$ cat src/rtl/mulpop_arbiter_if.sv
`default_nettype none
// ============================================================================
// Module   : mulpop_arbiter_if
// Brief    : Requester, response and datapath signal bundle for the
//            two-requester multiply/ones-count arbiter.
// Revision : 1.0 - initial release
// ============================================================================
interface mulpop_arbiter_if #(
    parameter int OPW   = 24,
    parameter int RESW  = 32,
    parameter int ONESW = 6
);
    // Requester side
    logic             req0;
    logic             req1;
    logic [OPW-1:0]   a1_0;
    logic [OPW-1:0]   a1_1;
    logic [OPW-1:0]   a2_0;
    logic [OPW-1:0]   a2_1;
    logic             ack0;
    logic             ack1;
    logic [RESW-1:0]  rsp_result;
    logic [ONESW-1:0] rsp_ones;
    logic [1:0]       rsp_status;

    // Datapath side
    logic             dp_start;
    logic [OPW-1:0]   dp_a1;
    logic [OPW-1:0]   dp_a2;
    logic             dp_done;
    logic [RESW-1:0]  dp_result;
    logic             dp_valid;
    logic [ONESW-1:0] dp_ones;
    logic             dp_abort;

    // Arbiter view
    modport slave (
        input  req0, req1, a1_0, a1_1, a2_0, a2_1,
        input  dp_done, dp_result, dp_valid, dp_ones,
        output ack0, ack1, rsp_result, rsp_ones, rsp_status,
        output dp_start, dp_a1, dp_a2, dp_abort
    );

    // Environment view (requesters + datapath)
    modport master (
        output req0, req1, a1_0, a1_1, a2_0, a2_1,
        output dp_done, dp_result, dp_valid, dp_ones,
        input  ack0, ack1, rsp_result, rsp_ones, rsp_status,
        input  dp_start, dp_a1, dp_a2, dp_abort
    );
endinterface
`default_nettype wire

$ cat src/rtl/mulpop_arbiter.sv
`default_nettype none
// ============================================================================
// Module   : mulpop_arbiter
// Brief    : Round-robin scheduler placing jobs from two requesters onto a
//            shared multiply + ones-count datapath, with timeout abort and a
//            16-bit completed-job counter.
// Revision : 1.0 - initial release
// ============================================================================
module mulpop_arbiter #(
    parameter int OPW     = 24,
    parameter int RESW    = 32,
    parameter int ONESW   = 6,
    parameter int TIMEOUT = 64
) (
    input  logic            clk,
    input  logic            n_reset,
    mulpop_arbiter_if.slave bus,
    output logic            busy,
    output logic [15:0]     op_count
);

    localparam int               TMO_W    = $clog2(TIMEOUT);
    localparam logic [TMO_W-1:0] TMO_LAST = TMO_W'(TIMEOUT - 1);
    localparam logic [1:0]       ST_OK    = 2'b11;
    localparam logic [1:0]       ST_OVF   = 2'b10;
    localparam logic [1:0]       ST_TMO   = 2'b01;

    typedef enum logic [1:0] {
        S_IDLE  = 2'd0,
        S_ISSUE = 2'd1,
        S_WAIT  = 2'd2,
        S_RESP  = 2'd3
    } state_t;

    state_t           r_state;
    logic             r_last_grant;
    logic             r_grant;        // 0 = requester 0 owns the current job
    logic [TMO_W-1:0] r_tmo_cnt;
    logic [OPW-1:0]   r_dp_a1;
    logic [OPW-1:0]   r_dp_a2;
    logic             r_dp_start;
    logic             r_dp_abort;
    logic             r_ack0;
    logic             r_ack1;
    logic [RESW-1:0]  r_rsp_result;
    logic [ONESW-1:0] r_rsp_ones;
    logic [1:0]       r_rsp_status;
    logic [15:0]      r_op_count;
    logic             w_pick;

    // Requester selection: a lone request wins outright, a tie goes to the
    // requester that was not served last.
    always_comb begin
        w_pick = bus.req1;
        if (bus.req0 && bus.req1) begin
            w_pick = ~r_last_grant;
        end
    end

    // Job sequencer; every output is registered so pulses are glitch-free
    // and land in the cycle of the state they belong to.
    always_ff @(posedge clk or negedge n_reset) begin
        if (!n_reset) begin
            r_state      <= S_IDLE;
            r_last_grant <= 1'b1;
            r_grant      <= 1'b0;
            r_tmo_cnt    <= '0;
            r_dp_a1      <= '0;
            r_dp_a2      <= '0;
            r_dp_start   <= 1'b0;
            r_dp_abort   <= 1'b0;
            r_ack0       <= 1'b0;
            r_ack1       <= 1'b0;
            r_rsp_result <= '0;
            r_rsp_ones   <= '0;
            r_rsp_status <= 2'b00;
            r_op_count   <= 16'd0;
        end else begin
            // Single-cycle pulses fall back to 0 unless re-armed below
            r_dp_start <= 1'b0;
            r_dp_abort <= 1'b0;
            r_ack0     <= 1'b0;
            r_ack1     <= 1'b0;

            case (r_state)
                S_IDLE: begin
                    if (bus.req0 || bus.req1) begin
                        r_grant      <= w_pick;
                        r_last_grant <= w_pick;
                        r_dp_a1      <= w_pick ? bus.a1_1 : bus.a1_0;
                        r_dp_a2      <= w_pick ? bus.a2_1 : bus.a2_0;
                        // Armed here so the pulse is visible during ISSUE
                        r_dp_start   <= 1'b1;
                        r_state      <= S_ISSUE;
                    end
                end

                S_ISSUE: begin
                    r_tmo_cnt <= '0;
                    r_state   <= S_WAIT;
                end

                S_WAIT: begin
                    // Completion is tested first so a done in the last
                    // allowed cycle still counts as a finished job.
                    if (bus.dp_done) begin
                        r_rsp_result <= bus.dp_result;
                        r_rsp_ones   <= bus.dp_ones;
                        r_rsp_status <= bus.dp_valid ? ST_OK : ST_OVF;
                        r_op_count   <= r_op_count + 16'd1;
                        r_ack0       <= ~r_grant;
                        r_ack1       <= r_grant;
                        r_state      <= S_RESP;
                    end else if (r_tmo_cnt == TMO_LAST) begin
                        r_rsp_result <= '0;
                        r_rsp_ones   <= '0;
                        r_rsp_status <= ST_TMO;
                        r_dp_abort   <= 1'b1;
                        r_ack0       <= ~r_grant;
                        r_ack1       <= r_grant;
                        r_state      <= S_RESP;
                    end else begin
                        r_tmo_cnt <= r_tmo_cnt + TMO_W'(1);
                    end
                end

                S_RESP: begin
                    r_state <= S_IDLE;
                end

                default: begin
                    r_state <= S_IDLE;
                end
            endcase
        end
    end

    assign bus.dp_start   = r_dp_start;
    assign bus.dp_abort   = r_dp_abort;
    assign bus.dp_a1      = r_dp_a1;
    assign bus.dp_a2      = r_dp_a2;
    assign bus.ack0       = r_ack0;
    assign bus.ack1       = r_ack1;
    assign bus.rsp_result = r_rsp_result;
    assign bus.rsp_ones   = r_rsp_ones;
    assign bus.rsp_status = r_rsp_status;
    assign busy           = (r_state != S_IDLE);
    assign op_count       = r_op_count;

endmodule
`default_nettype wire

$ cat src/flat_wrapper.sv
// flat-port wrapper written by rule: the top's interface ports become plain ports
module mulpop_arbiter_flat 
#(
    parameter int OPW     = 24,
    parameter int RESW    = 32,
    parameter int ONESW   = 6,
    parameter int TIMEOUT = 64
)
  (clk, n_reset, busy, op_count, bus_req0, bus_req1, bus_a1_0, bus_a1_1, bus_a2_0, bus_a2_1, bus_dp_done, bus_dp_result, bus_dp_valid, bus_dp_ones, bus_ack0, bus_ack1, bus_rsp_result, bus_rsp_ones, bus_rsp_status, bus_dp_start, bus_dp_a1, bus_dp_a2, bus_dp_abort);
  mulpop_arbiter_if #(.OPW(OPW), .RESW(RESW), .ONESW(ONESW)) bus_i ();
  input  logic clk;
  input  logic n_reset;
  output logic busy;
  output logic [15:0] op_count;
  input wire logic [$bits(bus_i.req0)-1:0] bus_req0;
  input wire logic [$bits(bus_i.req1)-1:0] bus_req1;
  input wire logic [$bits(bus_i.a1_0)-1:0] bus_a1_0;
  input wire logic [$bits(bus_i.a1_1)-1:0] bus_a1_1;
  input wire logic [$bits(bus_i.a2_0)-1:0] bus_a2_0;
  input wire logic [$bits(bus_i.a2_1)-1:0] bus_a2_1;
  input wire logic [$bits(bus_i.dp_done)-1:0] bus_dp_done;
  input wire logic [$bits(bus_i.dp_result)-1:0] bus_dp_result;
  input wire logic [$bits(bus_i.dp_valid)-1:0] bus_dp_valid;
  input wire logic [$bits(bus_i.dp_ones)-1:0] bus_dp_ones;
  output wire logic [$bits(bus_i.ack0)-1:0] bus_ack0;
  output wire logic [$bits(bus_i.ack1)-1:0] bus_ack1;
  output wire logic [$bits(bus_i.rsp_result)-1:0] bus_rsp_result;
  output wire logic [$bits(bus_i.rsp_ones)-1:0] bus_rsp_ones;
  output wire logic [$bits(bus_i.rsp_status)-1:0] bus_rsp_status;
  output wire logic [$bits(bus_i.dp_start)-1:0] bus_dp_start;
  output wire logic [$bits(bus_i.dp_a1)-1:0] bus_dp_a1;
  output wire logic [$bits(bus_i.dp_a2)-1:0] bus_dp_a2;
  output wire logic [$bits(bus_i.dp_abort)-1:0] bus_dp_abort;
  assign bus_i.req0 = bus_req0;
  assign bus_i.req1 = bus_req1;
  assign bus_i.a1_0 = bus_a1_0;
  assign bus_i.a1_1 = bus_a1_1;
  assign bus_i.a2_0 = bus_a2_0;
  assign bus_i.a2_1 = bus_a2_1;
  assign bus_i.dp_done = bus_dp_done;
  assign bus_i.dp_result = bus_dp_result;
  assign bus_i.dp_valid = bus_dp_valid;
  assign bus_i.dp_ones = bus_dp_ones;
  assign bus_ack0 = bus_i.ack0;
  assign bus_ack1 = bus_i.ack1;
  assign bus_rsp_result = bus_i.rsp_result;
  assign bus_rsp_ones = bus_i.rsp_ones;
  assign bus_rsp_status = bus_i.rsp_status;
  assign bus_dp_start = bus_i.dp_start;
  assign bus_dp_a1 = bus_i.dp_a1;
  assign bus_dp_a2 = bus_i.dp_a2;
  assign bus_dp_abort = bus_i.dp_abort;
  mulpop_arbiter #(.OPW(OPW), .RESW(RESW), .ONESW(ONESW), .TIMEOUT(TIMEOUT)) u_core (.clk(clk), .n_reset(n_reset), .bus(bus_i), .busy(busy), .op_count(op_count));
endmodule
$ cat config.mk
export PLATFORM = sky130hd
export DESIGN_NAME = mulpop_arbiter_flat
export DESIGN_NICKNAME = d
export VERILOG_FILES = /design/src/rtl/mulpop_arbiter_if.sv /design/src/rtl/mulpop_arbiter.sv /design/src/flat_wrapper.sv
export SDC_FILE = /design/constraint.sdc
export NUM_CORES = 1
export LEC_CHECK = 0
export ABC_AREA = 0
export CAP_MARGIN = 20
export CORE_UTILIZATION = 37
export DETAILED_ROUTE_END_ITERATION = 8
export GPL_TIMING_DRIVEN = 0
export HOLD_SLACK_MARGIN = 0.03
export PLACE_DENSITY = 0.75
export SLEW_MARGIN = 20
export SYNTH_ARGS = -nofsm -noshare
export SYNTH_HDL_FRONTEND = slang
export SYNTH_SLANG_ARGS = --single-unit
$ cat constraint.sdc
create_clock -name clk -period 1.5 [get_ports clk]
set_input_delay 0.45 -clock clk [delete_from_list [all_inputs] [get_ports clk]]
set_output_delay 0.45 -clock clk [all_outputs]
set_load 0.02 [all_outputs]
==> out/metrics.yaml <==
run_status: "complete, but fails checks"
violations: "negative setup slack"
firstDrtPassIters: 4
avgSynthCellArea_um2: 10.2
fin_worst_skew_ps: 6.47
power_frac_clock: 0.262
use_met1: 0.248
drc: 0
drv_cap: 0
tritoncts: "done"
grt_pass1_wl_um: 24500
die_x_um: 121
setup-tns-final_ps: -783
dp.cells: 933
design_area_mm2: 0.00866
yosys-top-cells-area: "dfrtp_1, nand2_1, mux2i_1"
reg2reg_slack_ps: -110
dp_hpwl_um: 11400
startpoint_type: "flop"
synth_compound_area_frac: 0.114
synthFlopType: "dfrtp_1"
htreeDepth: 4
slew_headroom: 0.660
synth_fa_ha_area_frac: 0.0144
cp-end-kind: "primary output"
powerDensity_mw_per_mm2: 1910
drtIter0Drc: 169
final_cells: 997
rows: 42
clk_latency_ps: 410
hold_class: "primary input to flop"
vias: 4893
synth_top_family_by_area: "simple AND/OR/NAND/NOR gates"
path_max_fanout: 3
vias_per_cell: 4.91
antenna_found_initial: 0
clockBufferDepth: 2
postSynthCellCount: 508
numCtsBuffers: 17
portBuffers: 248
synth.yosys.warnings: 0
coreArea_mm2: 0.0135
die_area_mm2: 0.0145
die_h_um: 121
p_comb_frac: 0.424
wl_um: 15600
start_util: 0.387
io_pins: 249
worstMarginPinSlew_ps: 510
root_buffer: "clkbuf_16"
synth_top_cell_area_share: 0.563
cts.sinks: 118
slew_violations: 0
async_flop_share: 1.00
grt_use_met3: 0.0542
overflow: 0
synth_edf_count: 0
gr-usage-all-layers: 0.218
dp_slack_ps: -794
crit_type: "flop to primary output"
antenna_cells: 0
gr-usage-met2: 0.386
critPathRequiredTime_ps: 1050
synthDistinctLibCells: 43
gp_congestion: 0.812
mostFrequentLayoutCells: "nand2_1, clkdlybuf4s50_1, dfrtp_1"
fmax_mhz: 605
post_drt_wl_per_cell_um: 15.6
fin_nets: 954
p_sw_frac: 0.383
drive_gt1_frac: 0.305
ant_nets: 0
seq_area_frac_synth: 0.568
syn_area_mm2: 0.00520
p_leak_uw: 0.00413
p_switching_uw: 6340
synth_simple_gate_area_frac: 0.143
grt.busiest_layer: "met2"
clkTransAtPathRegs_ps: 50
period_share: 1.10
ys_seq_elements: 118
place_area_mm2: 0.00794
setup_viol_count_final: 15
holdWs_ps: 447
p_int_uw: 10200
synthMuxAreaShare: 0.0965
period_needed_ps: 1650
synth-xor-area-share: 0.0269
syn_nets: 654
yosys.area.top_type: "dfrtp_1"
p_seq_frac: 0.314
vdd_drop_max_mv: 0.795
hold_violations: 0
rsz0062_at_grt: "true"
grt_max_degree: 67
setup_ws_ps: -153
area_delta_synth_final_pct: 66.5
cp.arrival_ps: 1200
grt_pass1_vias: 5013
## layout make-up
type	count	area, µm²
flip-flops and latches	118	2960
clock inverters	12	175
repair buffers	281	2310
plain buffers	30	285
well taps	176	220
inverters	7	26.3
fillers	1131	4790
clock buffers	20	467
multi-input cells	353	2230
## critical path, stage by stage, from the launching register on
cell and delay (ps):
dfrtp_1 410, inv_2 100, ha_4 140, inv_2 40, buf_6 120
## through the flow
stage | utilization | power (µW)
floorplan | - | 8830
global placement | 0.588 | 12300
detailed placement | 0.590 | 12600
CTS | 0.637 | 16400
global route | 0.644 | 17500
finish | 0.644 | 16600
## power by group through the flow
stage | sequential, µW | combinational, µW | clock [µW]
finish | 5200 | 7030 | 4340
global route | 5350 | 7610 | 4560
CTS | 5200 | 6810 | 4420
detailed placement | 5280 | 7290 | 0
global placement | 5220 | 7130 | 0
floorplan | 6640 | 2190 | 0
## synthesized netlist by cell type, drive strengths merged (2+ instances only)
cell	instances
nor3	3
nand2	136
and2	2
nor2	7
a21boi	2
ha	6
inv	7
xnor2	13
o22ai	2
xor2	3
clkbuf	10
dfrtp	117
o21ai	89
nand3	6
and4	3
and3	2
nand4	7
a41oi	2
a21oi	9
mux2i	49
buf	20
## final timing paths
| kind | from | end | cells after the start |
|---|---|---|---|
| setup / recovery | u_core.r_state[1]$_DFFE_PN0P_ | busy | 4 |
| hold / removal | bus_dp_done | u_core.bus.dp_abort$_DFF_PN0_ | 2 |
| setup reg to reg | u_core.r_state[0]$_DFFE_PN0P_ | u_core.op_count[7]$_DFFE_PN0P_ | 7 |
| hold reg to reg | u_core.op_count[15]$_DFFE_PN0P_ | u_core.op_count[15]$_DFFE_PN0P_ | 1 |
| max in group asynchronous | n_reset | u_core.r_last_grant$_DFFE_PN1P_ | 3 |
| min in group asynchronous | n_reset | u_core.op_count[15]$_DFFE_PN0P_ | 2 |
## kinds of logic after synthesis
family                   count (synthesis)
XOR/XNOR                                16
buffers and inverters                   37
AND/OR/NAND/NOR                        172
flip-flops                             118
adder cells (fa/ha/maj)                  6
AO/OA/AOI/OAI                          109
multiplexers                            50
## registers in the layout (all words and copies together), names as in the netlist
name	cells
u_core.bus.rsp_ones	6
u_core.bus.rsp_result	32
u_core.bus.dp_a1	24
u_core.bus.dp_abort	1
u_core.bus.rsp_status	2
u_core.r_tmo_cnt	6
u_core.bus.dp_a2	24
u_core.bus.ack1	1
u_core.op_count	16
u_core.bus.ack0	1
u_core.bus.dp_start	1
u_core.r_last_grant	1
u_core.r_state	2
u_core.r_grant	1
## routing by layer
metal	up-vias	routed length [µm]
li1	2326	-
met2	207	8010
met5	-	0
met3	28	1060
met4	0	401
met1	2332	6130
## repair_timing
item | 4_1_cts | 5_1_grt
pin swaps | 6 | 17
cloned | 2 | 1
buffers inserted | 21 | 7
hold buffers | 1 | 0
hold endpoints to repair | 52 | 0
endpoints found under the setup margin | 222 | 125
resized for setup | 489 | 63
(Power assumes the default switching activity.)
==> RTL edit, RTL diff (same flow settings) <==
`ONESW` is set to 6 in 3 places; all go to 8.
--- a/src/rtl/mulpop_arbiter_if.sv
+++ b/src/rtl/mulpop_arbiter_if.sv
@@ -8,7 +8,7 @@
 interface mulpop_arbiter_if #(
     parameter int OPW   = 24,
     parameter int RESW  = 32,
-    parameter int ONESW = 6
+    parameter int ONESW = 8
 );
     // Requester side
     logic             req0;
--- a/src/rtl/mulpop_arbiter.sv
+++ b/src/rtl/mulpop_arbiter.sv
@@ -9,7 +9,7 @@
 module mulpop_arbiter #(
     parameter int OPW     = 24,
     parameter int RESW    = 32,
-    parameter int ONESW   = 6,
+    parameter int ONESW   = 8,
     parameter int TIMEOUT = 64
 ) (
     input  logic            clk,
--- a/src/flat_wrapper.sv
+++ b/src/flat_wrapper.sv
@@ -3,7 +3,7 @@
 #(
     parameter int OPW     = 24,
     parameter int RESW    = 32,
-    parameter int ONESW   = 6,
+    parameter int ONESW   = 8,
     parameter int TIMEOUT = 64
 )
   (clk, n_reset, busy, op_count, bus_req0, bus_req1, bus_a1_0, bus_a1_1, bus_a2_0, bus_a2_1, bus_dp_done, bus_dp_result, bus_dp_valid, bus_dp_ones, bus_ack0, bus_ack1, bus_rsp_result, bus_rsp_ones, bus_rsp_status, bus_dp_start, bus_dp_a1, bus_dp_a2, bus_dp_abort);
Ports: changed (resized bus_dp_ones and bus_rsp_ones); port bits go from 249 to 253. The function was not compared with the original's and may differ.
==> RTL edit against the unedited design <==
The flow still finishes with violations (negative setup slack); total power decreased by 0.85%; utilization down 2.6 points; setup slack better by 0.012 ns; first-iteration DRC count is 28% higher; area after synthesis rose by 1.2%; design area is 0.92% lower; sequential cell count increased by 2; wire length up 2.7%; critical path depth unchanged; critical path type unchanged; largest power group unchanged.
==> RTL edit: results (changes against the unedited design) <==
Filler Cells Inserted = 1,158 (+2.4%)
First-pass DRT Iterations = 4 (unchanged)
Total GRT Usage = 0.219 (+0.00193)
Synth area leaders = dfrtp_1, nand2_1, mux2i_1, o21ai_0, xnor2_1
hold depth = 1 (-1)
first-pass GRT wire length = 24,700 um (+0.96%)
main flop type after synthesis = dfrtp_1
DP Wirelength = 12,000 um (+5.3%)
Port Buffers = 252 (+1.6%)
worst hold path type = flop to flop
clock root buffer = clkbuf_16
Mapped Nets = 664 (+1.5%)
Total Wirelength = 16,000 um (+2.7%)
Seq/Total Area, Yosys = 0.571 (+0.00262)
worst hold path endpoint = u_core.bus.ack0
Setup-failing EPs final = 38 (+23)
FF-to-FF End = u_core.bus.rsp_result[5]
worst reg2reg setup slack = -0.09 ns (+0.02 ns)
Hold Crit Start = u_core.r_grant
failing checks = negative setup slack
cell area after placement = 0.00804 mm2 (+1.4%)
worst endpoint required time = 1.05 ns (about the same)
Max VDD drop = 0.831 mV (+4.6%)
NumNets Final = 966 (+1.3%)
H-tree depth = 4 (unchanged)
yosys warns = 0 (unchanged)
post-synth cell types = 41 (-4.7%)
CTS Buffer Depth = 2 (unchanged)
clock slew at reported path FFs = 0.05 ns (about the same)
DR iter-0 viols = 216 (+28%)
share of cells above drive strength 1 = 0.271 (-0.0334)
vias in the first global route = 4,998 (-0.30%)
skew final = 0.00818 ns (+0.00172 ns)
status = finished, violations left
largest net degree at the start of global routing = 76 (+13%)
worst setup margin = -0.141 ns (+0.0123 ns)
Lkg Pwr = 4.10 nW (-0.67%)
Vias/cell = 4.88 (-0.54%)
Crit Path Max Fanout = 3 (unchanged)
most frequent cells after synthesis = nand2_1, dfrtp_1, o21ai_0
Rel. slew slack = 0.711 (+0.0510)
worst slack, placed = -0.812 ns (-0.0181 ns)
r2r startpoint = u_core.r_state[0]
worst r2r path cells = 7 (unchanged)
routability congestion estimate = 0.861 (+6.1%)
Min Hold Slack = 0.466 ns (+0.0194 ns)
CTS buffer count = 17 (unchanged)
Async S/R FF share, synth = 1.00 (unchanged)
## RTL edit: cell types whose count changed after synthesis, sizes merged
cell,unedited run,this run
o21ai,89,91
dfrtp,117,119
nand2,136,140
## RTL edit: layer usage
layer / wire length, um / global-route usage
met4: 355 / 0.0988
met1: 6240 / 0.250
met5: 0 / 0
met3: 1020 / 0.0456
met2: 8410 / 0.392
## RTL edit: final cells by class
| type | instances | area (um2) | share of cell area |
|---|---|---|---|
| well taps | 180 | 225 | 0.0262 |
| multi-input cells | 359 | 2170 | 0.253 |
| flip-flops and latches | 120 | 3010 | 0.350 |
| clock inverters | 11 | 155 | 0.0181 |
| inverters | 7 | 26.3 | 0.00306 |
| plain buffers | 29 | 259 | 0.0302 |
| repair buffers | 284 | 2300 | 0.268 |
| clock buffers | 20 | 437 | 0.0509 |
## RTL edit: worst max-delay path, cell delays in order (launching register included)
cell and delay (ns):
dfrtp_1 0.39, inv_2 0.09, ha_4 0.15, inv_2 0.04, buf_6 0.12
## RTL edit: metrics by stage
step	power (mW)	util	std cells	TNS, ns
2_1_floorplan	8.94	-	516	0
3_3_place_gp	12.5	0.577	948	-599.94
3_5_place_dp	12.8	0.580	949	-69.40
4_1_cts	16.3	0.613	1002	-1.18
5_1_grt	17.4	0.618	1010	-6.16
6_report	16.4	0.618	1010	-1.26
## RTL edit: kinds of logic after synthesis
kind of cell               after synthesis  share of synthesized area
adders and majority gates                6                     0.0143
xor gates and xnor gates                16                     0.0266
and+or+nand+nor                        176                      0.143
muxes                                   50                     0.0953
DFF                                    120                      0.571
AOI/OAI and AO/OA                      111                      0.116
buffers and inverters                   37                     0.0345
## RTL edit: worst max-delay path by stage
stage / startpoint / endpoint / slack, ns / cells past startpoint
floorplan: u_core.r_state[0] / u_core.bus.dp_a2[3] / 0.01 / 7
global placement: n_reset / u_core.bus.dp_a1[12] / -4.47 / 1
detailed placement: bus_req0 / u_core.bus.dp_a2[7] / -0.81 / 6
CTS: u_core.r_state[1] / busy / -0.16 / 4
global route: u_core.r_state[1] / busy / -0.19 / 4
finish: u_core.r_state[0] / busy / -0.14 / 4
## RTL edit: power breakdown
| group | switching [mW] | internal [mW] |
|---|---|---|
| clock | 1.38 | 2.74 |
| sequential | 0.743 | 4.56 |
| combinational | 4.17 | 2.83 |
## RTL edit: repair_timing
action | CTS | global route
hold buffers | 1 | 0
setup endpoints to repair | 225 | 105
cloned | 2 | 2
pin swaps | 2 | 3
resized for setup | 493 | 48
hold endpoints to repair | 45 | 0
setup buffers | 19 | 7
